[src/rtl/wb_stage_lsu.sv]
// Writeback stage with its own pipeline register: waits for late load data,
// extracts/extends sub-word loads, commits to the register file and debug trace.
module wb_stage_lsu #(
  parameter int DATA_W   = 32,
  parameter int RADDR_W  = 5,
  parameter int PC_W     = 32,
  parameter int CANCEL_W = 2
) (
  input  logic                        clk,
  input  logic                        reset,
  input  logic                        mem_to_wb_valid,
  output logic                        wb_allow_in,
  input  logic [PC_W-1:0]             in_pc,
  input  logic                        in_rf_we,
  input  logic [RADDR_W-1:0]          in_rf_waddr,
  input  logic                        in_res_from_mem,
  input  logic [1:0]                  in_ld_size,
  input  logic                        in_ld_unsigned,
  input  logic [$clog2(DATA_W/8)-1:0] in_addr_lo,
  input  logic [DATA_W-1:0]           in_alu_result,
  input  logic                        flush,
  input  logic                        data_ok,
  input  logic [DATA_W-1:0]           rdata,
  output logic                        rf_we,
  output logic [RADDR_W-1:0]          rf_waddr,
  output logic [DATA_W-1:0]           rf_wdata,
  output logic                        wb_fwd_valid,
  output logic                        cancel_overflow,
  output logic [PC_W-1:0]             debug_wb_pc,
  output logic [DATA_W/8-1:0]         debug_wb_rf_we,
  output logic [RADDR_W-1:0]          debug_wb_rf_wnum,
  output logic [DATA_W-1:0]           debug_wb_rf_wdata
);

  localparam int OFF_W = $clog2(DATA_W/8);
  localparam logic [CANCEL_W-1:0] CNT_MAX = '1;

  typedef enum logic [1:0] {IDLE, WAIT, DONE} state_e;

  state_e              state_q, state_d;
  logic [PC_W-1:0]     pc_q, pc_d;
  logic                we_q, we_d;
  logic [RADDR_W-1:0]  waddr_q, waddr_d;
  logic [1:0]          size_q, size_d;
  logic                uns_q, uns_d;
  logic [OFF_W-1:0]    lo_q, lo_d;
  logic [DATA_W-1:0]   result_q, result_d;
  logic [CANCEL_W-1:0] cnt_q, cnt_d;
  logic                ovf_q, ovf_d;
  logic                capture, cnt_zero, cnt_inc, cnt_dec;

  // Offset bits below the access size are ignored, so misaligned offsets round down.
  function automatic logic [DATA_W-1:0] extract(input logic [DATA_W-1:0] data,
                                                input logic [1:0]        size,
                                                input logic              uns,
                                                input logic [OFF_W-1:0]  lo);
    logic [OFF_W-1:0]  off;
    logic [DATA_W-1:0] sh;
    logic [DATA_W-1:0] mask;
    logic              sign;
    off = lo;
    case (size)
      2'd0:    ;
      2'd1:    off[0] = 1'b0;
      2'd2:    off[1:0] = 2'b00;
      default: off = '0;
    endcase
    sh = data >> {off, 3'b000};
    case (size)
      2'd0:    begin mask = DATA_W'(8'hFF);         sign = sh[7];        end
      2'd1:    begin mask = DATA_W'(16'hFFFF);      sign = sh[15];       end
      2'd2:    begin mask = DATA_W'(32'hFFFF_FFFF); sign = sh[31];       end
      default: begin mask = '1;                     sign = sh[DATA_W-1]; end
    endcase
    return (sh & mask) | ((!uns && sign) ? ~mask : '0);
  endfunction

  assign wb_allow_in = (state_q == IDLE || state_q == DONE) && !flush;
  assign capture     = mem_to_wb_valid && wb_allow_in;
  assign cnt_zero    = (cnt_q == '0);
  // A flushed load whose own response arrives in the same cycle leaves nothing outstanding.
  assign cnt_inc     = (state_q == WAIT) && flush && !(data_ok && cnt_zero);
  assign cnt_dec     = data_ok && !cnt_zero;

  always_comb begin
    state_d  = state_q;
    pc_d     = pc_q;
    we_d     = we_q;
    waddr_d  = waddr_q;
    size_d   = size_q;
    uns_d    = uns_q;
    lo_d     = lo_q;
    result_d = result_q;
    cnt_d    = cnt_q;
    ovf_d    = ovf_q;

    case (state_q)
      WAIT: begin
        if (flush) begin
          state_d = IDLE;
        end else if (data_ok && cnt_zero) begin
          state_d  = DONE;
          result_d = extract(rdata, size_q, uns_q, lo_q);
        end
      end
      DONE:    state_d = IDLE;
      default: state_d = IDLE;
    endcase

    if (capture) begin
      state_d  = in_res_from_mem ? WAIT : DONE;
      pc_d     = in_pc;
      we_d     = in_rf_we;
      waddr_d  = in_rf_waddr;
      size_d   = in_ld_size;
      uns_d    = in_ld_unsigned;
      lo_d     = in_addr_lo;
      result_d = in_alu_result;
    end

    if (cnt_inc && !cnt_dec) begin
      if (cnt_q == CNT_MAX) ovf_d = 1'b1;
      else                  cnt_d = cnt_q + CANCEL_W'(1);
    end else if (cnt_dec && !cnt_inc) begin
      cnt_d = cnt_q - CANCEL_W'(1);
    end
  end

  always_ff @(posedge clk or posedge reset) begin
    if (reset) begin
      state_q  <= IDLE;
      pc_q     <= '0;
      we_q     <= 1'b0;
      waddr_q  <= '0;
      size_q   <= '0;
      uns_q    <= 1'b0;
      lo_q     <= '0;
      result_q <= '0;
      cnt_q    <= '0;
      ovf_q    <= 1'b0;
    end else begin
      state_q  <= state_d;
      pc_q     <= pc_d;
      we_q     <= we_d;
      waddr_q  <= waddr_d;
      size_q   <= size_d;
      uns_q    <= uns_d;
      lo_q     <= lo_d;
      result_q <= result_d;
      cnt_q    <= cnt_d;
      ovf_q    <= ovf_d;
    end
  end

  assign rf_we             = (state_q == DONE) && we_q;
  assign rf_waddr          = waddr_q;
  assign rf_wdata          = result_q;
  assign wb_fwd_valid      = (state_q != IDLE) && we_q;
  assign cancel_overflow   = ovf_q;
  assign debug_wb_pc       = pc_q;
  assign debug_wb_rf_we    = {(DATA_W/8){rf_we}};
  assign debug_wb_rf_wnum  = rf_waddr;
  assign debug_wb_rf_wdata = rf_wdata;

endmodule

[config.mk]
export PLATFORM = sky130hd
export DESIGN_NAME = wb_stage_lsu
export DESIGN_NICKNAME = d
export VERILOG_FILES = /design/src/rtl/wb_stage_lsu.sv
export SDC_FILE = /design/constraint.sdc
export NUM_CORES = 1
export LEC_CHECK = 0
export CAP_MARGIN = 20
export CORE_MARGIN = 3
export CORE_UTILIZATION = 37
export CTS_CLUSTER_SIZE = 28
export DETAILED_ROUTE_END_ITERATION = 10
export GPL_TIMING_DRIVEN = 0
export HOLD_SLACK_MARGIN = 0.02
export PLACE_DENSITY = 0.85
export SETUP_SLACK_MARGIN = 0.02
export SLEW_MARGIN = 40
export SYNTH_ARGS = -nofsm -noshare
export SYNTH_HDL_FRONTEND = slang
export SYNTH_SLANG_ARGS = --single-unit
[constraint.sdc]
create_clock -name clk -period 2.8 [get_ports clk]
set_clock_uncertainty 0.2 [all_clocks]
set_input_delay 0.7 -clock clk [delete_from_list [all_inputs] [get_ports clk]]
set_output_delay 0.7 -clock clk [all_outputs]
set_load 0.05 [all_outputs]
### After elaboration in Yosys (flattened, before gate mapping)

Index checks and enable logic that the tools add are counted.

* word-level logic and storage cells: 81
* register bits: 80
* bits of input ports: 113

* mux-type cells: 29
* bitwise logic cells: 3
* shift operators: 1
* $add $sub $neg: 2
* reductions and logical operators: 29
* eq/ne operators: 7

Operators by type and width (number)
* two-way mux 32 bit: 8
* case mux 32 bit (2 select lines): 1
* bitwise AND 32 bit: 1
* NOT 32 bit: 1
* bitwise OR 32 bit: 1
* right shift 32 x 5 -> 32 bit: 1
* two-way mux 2 bit: 8
* logical AND 1 bit: 11
* two-way mux 1 bit: 11
* nonzero test 2 bit: 4
* zero test 1 bit: 6
* zero test 2 bit: 3
* == test 2 x 1 -> 1 bit (second input constant): 2
* == test 2 bit (second input constant): 2
* inequality test 4 x 3 -> 1 bit (second input constant): 1
* AND reduction 2 bit: 2
* AND reduction 3 bit: 1
* adder 2 x 1 -> 2 bit (second input constant): 1
* inequality test 2 x 1 -> 1 bit (second input constant): 1
* inequality test 2 bit (second input constant): 1
* case mux 1 bit (2 select lines): 1
* OR reduction 2 bit: 1
* subtractor 2 x 1 -> 2 bit (second input constant): 1
* logical OR 1 bit: 1

### Depth between registers and ports, before layout

* depth after elaboration: 18
* gate-level depth with buffers: 8

### Least setup slack after synthesis

No wires, ideal clock.

* path type: input port to flip-flop
* start point: input flush
* end point: register result_q[0] (netlist: debug_wb_rf_wdata[0])
* slack: 224 ps
* stages on the path: 6
* arrival time: 2252 ps
* library setup time: 123 ps
* path through: nor2_1 -> and2_0 -> clkbuf_1 -> buf_2 -> buf_2 -> o21ai_1

* cells in the longest elaborated chain, start to end: 5
* elaborated cells between the ends (all ways): 8
* those cells by class: eq/ne: 1; mux: 1; reduce/logical: 6

RTL lines
* from (decl): RTL line 21 `input logic flush,`
* zero test 1 bit: RTL line 78 `assign wb_allow_in = (state_q == IDLE || state_q == DONE) && !flush;`
* logical AND 1 bit: RTL line 78
* logical AND 1 bit: RTL line 79 `assign capture = mem_to_wb_valid && wb_allow_in;`
* inequality test 2 x 1 -> 1 bit (no source line) or nonzero test 2 bit (tied branches)
* AND reduction 3 bit (no source line)
* to (signal assigned): RTL line 149 `result_q <= result_d;`
* to (decl): RTL line 47 `logic [DATA_W-1:0] result_q, result_d;`

Parallel ways exist; a longest one is shown, timed or not.
A chain may end at the register's enable or synchronous reset.

### Worst setup path in the final report

* start point: input flush
* end point: output wb_allow_in

* cells in the longest elaborated chain, start to end: 2

RTL lines
* zero test 1 bit: RTL line 78
* logical AND 1 bit: RTL line 78
* to (decl): RTL line 12 `output logic wb_allow_in,`

Every way passes these cells.

==> metrics.md <==
| Metric | Value |
|---|---|
| Status | `completed` |
| Hold Crit Class | `register to register` |
| Placement row count | `39` |
| Synth cell types | `40` |
| Root buf cell | `clkbuf_16` |
| CP Max Fanout | `4` |
| Slew headroom | `59.2%` |
| N_diodes | `0` |
| Synthesized area | `4440 um^2` |
| Slew Viols, Final | `0` |
| Worst Hold Slack | `0.274 ns` |
| PnR worst setup slack | `0.123 ns` |
| Gate Count Post-Synth | `518` |
| Crit share post-route | `95.6%` |
| Vias | `4766` |
| RePlAce Congestion | `0.882` |
| Post-CTS Setup Bufs | `0` |
| Peak supply drop | `0.362 mV` |
| # Max-Cap Violations | `0` |
| DP HPWL | `12.4 mm` |
| Area Overhead vs Synth | `64.6%` |
| CTS max path bufs | `2` |
| Crit path time final | `2.68 ns` |
| Arrival time of the worst setup path | `1.78 ns` |
| Antenna viol nets, final | `0` |
| Antenna violations before repair | `0` |
| Total gr overflow | `0` |
| Core area | `11600 um^2` |
| Pre-CTS setup slack | `-0.305 ns` |
| First-pass GRT wire length | `25.0 mm` |
| Synth Register Bits | `80` |
| Leak | `3.23 nW` |
| CP required | `1.90 ns` |
| CTS HTree Levels | `3` |
| Die ar. | `13300 um^2` |
| Seq/Total Area, Yosys | `45.1%` |
| Count of final setup violators | `0` |
| Ys flop type | `dfrtp_1` |
| Count of input and output buffers | `226` |
| Iter 0 DRT Violations | `328` |
| Post-synth net total | `631` |
| Fin. Hold Viols | `0` |
| Clock transition at path regs | `0.06 ns` |
| Clock Latency Late Sink | `0.34 ns` |
| Pin count of the biggest net entering global routing | `27` |
| Max Fclk | `373 MHz` |
| Clock Sinks | `80` |
| Total power | `5.28 mW` |
| Asr flop ratio synth | `100%` |
| WS Path Type | `primary input to output pin` |
| P per Cell Area | `723 nW/um^2` |
| CTS tree | `yes` |
| Yosys warning count | `0` |
| Endpoint type of the worst setup path | `output pin` |
| Worst-Margin Slew | `0.612 ns` |
| DRC Markers | `0` |
| Final #Nets | `871` |
| Vias per cell | `5.26` |
| Layout cell share with drive strength beyond 1 | `13.4%` |
| EDFF count, synth | `0` |
| Initial Util | `38.4%` |
| IO Pins | `227` |
| Post-Route Utilization | `63.2%` |
| Drt pass-1 iters | `5` |
| Wire per inst | `17.7 um` |
| Filler cells | `985` |
| DIE HEIGHT | `116 um` |
| Vias in the first global route | `4899` |
| Post-Syn Area per Cell | `8.57 um^2` |
| Routed wire length | `16.0 mm` |
| Setup total negative slack | `0 ns` |
| Die Wd | `116 um` |
| CTS Buf Count | `9` |
| GRT Overall Usage | `23.9%` |
| RSZ-0062 raised after global routing | `false` |
| Crit start category | `primary input` |
layer usage:
layer / global-route usage [%] / vias to the layer above / share of wire [%]
met4: 12.4 / 0 / 4.4
met2: 39.6 / 240 / 48
li1: - / 2216 / -
met3: 5.01 / 50 / 7.3
met1: 29.6 / 2260 / 40
met5: 0 / - / 0
where the power goes:
part | total (mW) | internal [mW] | switching, mW | leakage [nW]
logic | 2.43 | 0.921 | 1.51 | 2.07
clock network | 1.37 | 0.878 | 0.492 | 0.167
registers | 1.48 | 1.34 | 0.144 | 0.985
total | 5.28 | 3.14 | 2.14 | 3.23
metrics by stage:
step           instance area [um^2]  std cells
3_5_place_dp                   6960        890
5_1_grt                        7300        906
3_3_place_gp                   6880        887
4_1_cts                        7300        906
6_report                       7300        906
2_1_floorplan                  4440        518
synthesized netlist by cell type, types with 2 or more instances:
library cell | number | area share [%]
dfrtp_1 | 80 | 45
clkbuf_1 | 13 | 1.1
nor3b_1 | 2 | 0.34
buf_6 | 6 | 1.5
o21ai_1 | 15 | 1.7
nand3_1 | 16 | 1.8
mux2_2 | 7 | 1.8
inv_1 | 2 | 0.17
a21oi_1 | 18 | 2.0
nor2b_1 | 7 | 0.99
o211ai_1 | 16 | 2.7
mux2i_1 | 9 | 2.0
nor2_1 | 7 | 0.59
a221oi_1 | 7 | 1.4
a211oi_1 | 7 | 1.2
o21ai_0 | 18 | 2.0
nand2_1 | 176 | 15
buf_4 | 42 | 7.1
a22oi_1 | 8 | 1.4
buf_2 | 18 | 2.0
or3_1 | 8 | 1.1
nor4b_1 | 15 | 3.0
nand2b_1 | 3 | 0.42
and3_1 | 2 | 0.28
path summary, 6_finish.rpt:
| path | start | endpoint | slack, ns | depth (start not counted) |
|---|---|---|---|---|
| hold reg to reg | debug_wb_pc[13] | debug_wb_pc[13] | 0.27 | 2 |
| setup / recovery | flush | wb_allow_in | 0.12 | 3 |
| setup reg to reg | state_q[0] | debug_wb_rf_wdata[3] | 0.59 | 7 |
| max in group asynchronous | reset | debug_wb_rf_wdata[16] | 1.25 | 4 |
| min in group asynchronous | reset | debug_wb_pc[2] | 0.53 | 2 |
| hold / removal | debug_wb_pc[13] | debug_wb_pc[13] | 0.27 | 2 |
flip-flops by register name (all words and copies together), names as in the netlist:
signal and flops:
uns_q 1, cancel_overflow 1, lo_q 2, debug_wb_rf_wdata 32, debug_wb_pc 32, cnt_q 2, debug_wb_rf_wnum 5, we_q 1
state_q 2, size_q 2
worst max-delay path, stage by stage:
cell and delay, ns:
clkdlybuf4s50_1 0.45, nor2_1 0.21, clkdlybuf4s15_2 0.41
timing repair:
item / CTS / global route
endpoints found under the setup margin: 6 / 9
resized for setup: 8 / 2
hold buffers: 0 / 0
cells in the final DEF (no fill, tap or decap), types with 8 or more instances in the layout:
cell type | Yosys | layout
a21oi_1 | 18 | 18
a22oi_1 | 8 | 8
buf_2 | 18 | 18
buf_4 | 42 | 42
clkbuf_1 | 13 | 14
clkbuf_16 | 0 | 9
clkdlybuf4s50_1 | 0 | 220
dfrtp_1 | 80 | 80
mux2i_1 | 9 | 9
nand2_1 | 176 | 175
nand3_1 | 16 | 16
nor4b_1 | 15 | 15
o211ai_1 | 16 | 16
o21ai_0 | 18 | 18
o21ai_1 | 15 | 15
or3_1 | 8 | 8
cells by family (layout without fill, tap and decap cells):
kind of cell | count (synthesis) | after routing | synth area share, %
compound gates | 97 | 97 | 14.5
buf+inv | 81 | 326 | 11.9
flops | 80 | 80 | 45.1
mux | 16 | 16 | 3.81
simple gates | 244 | 244 | 24.7
final cells by class:
type | count | area [um^2] | share of cell area (%)
Inverter | 2 | 11.3 | 0.154
Timing Repair Buffer | 229 | 2330 | 31.9
Clock inverter | 6 | 116 | 1.59
Clock buffer | 10 | 229 | 3.13
Buffer | 79 | 522 | 7.14
Multi-Input combinational cell | 357 | 1910 | 26.2
Sequential cell | 80 | 2000 | 27.4
Tap cell | 143 | 179 | 2.45
Power figures use the tool's default switching activity.
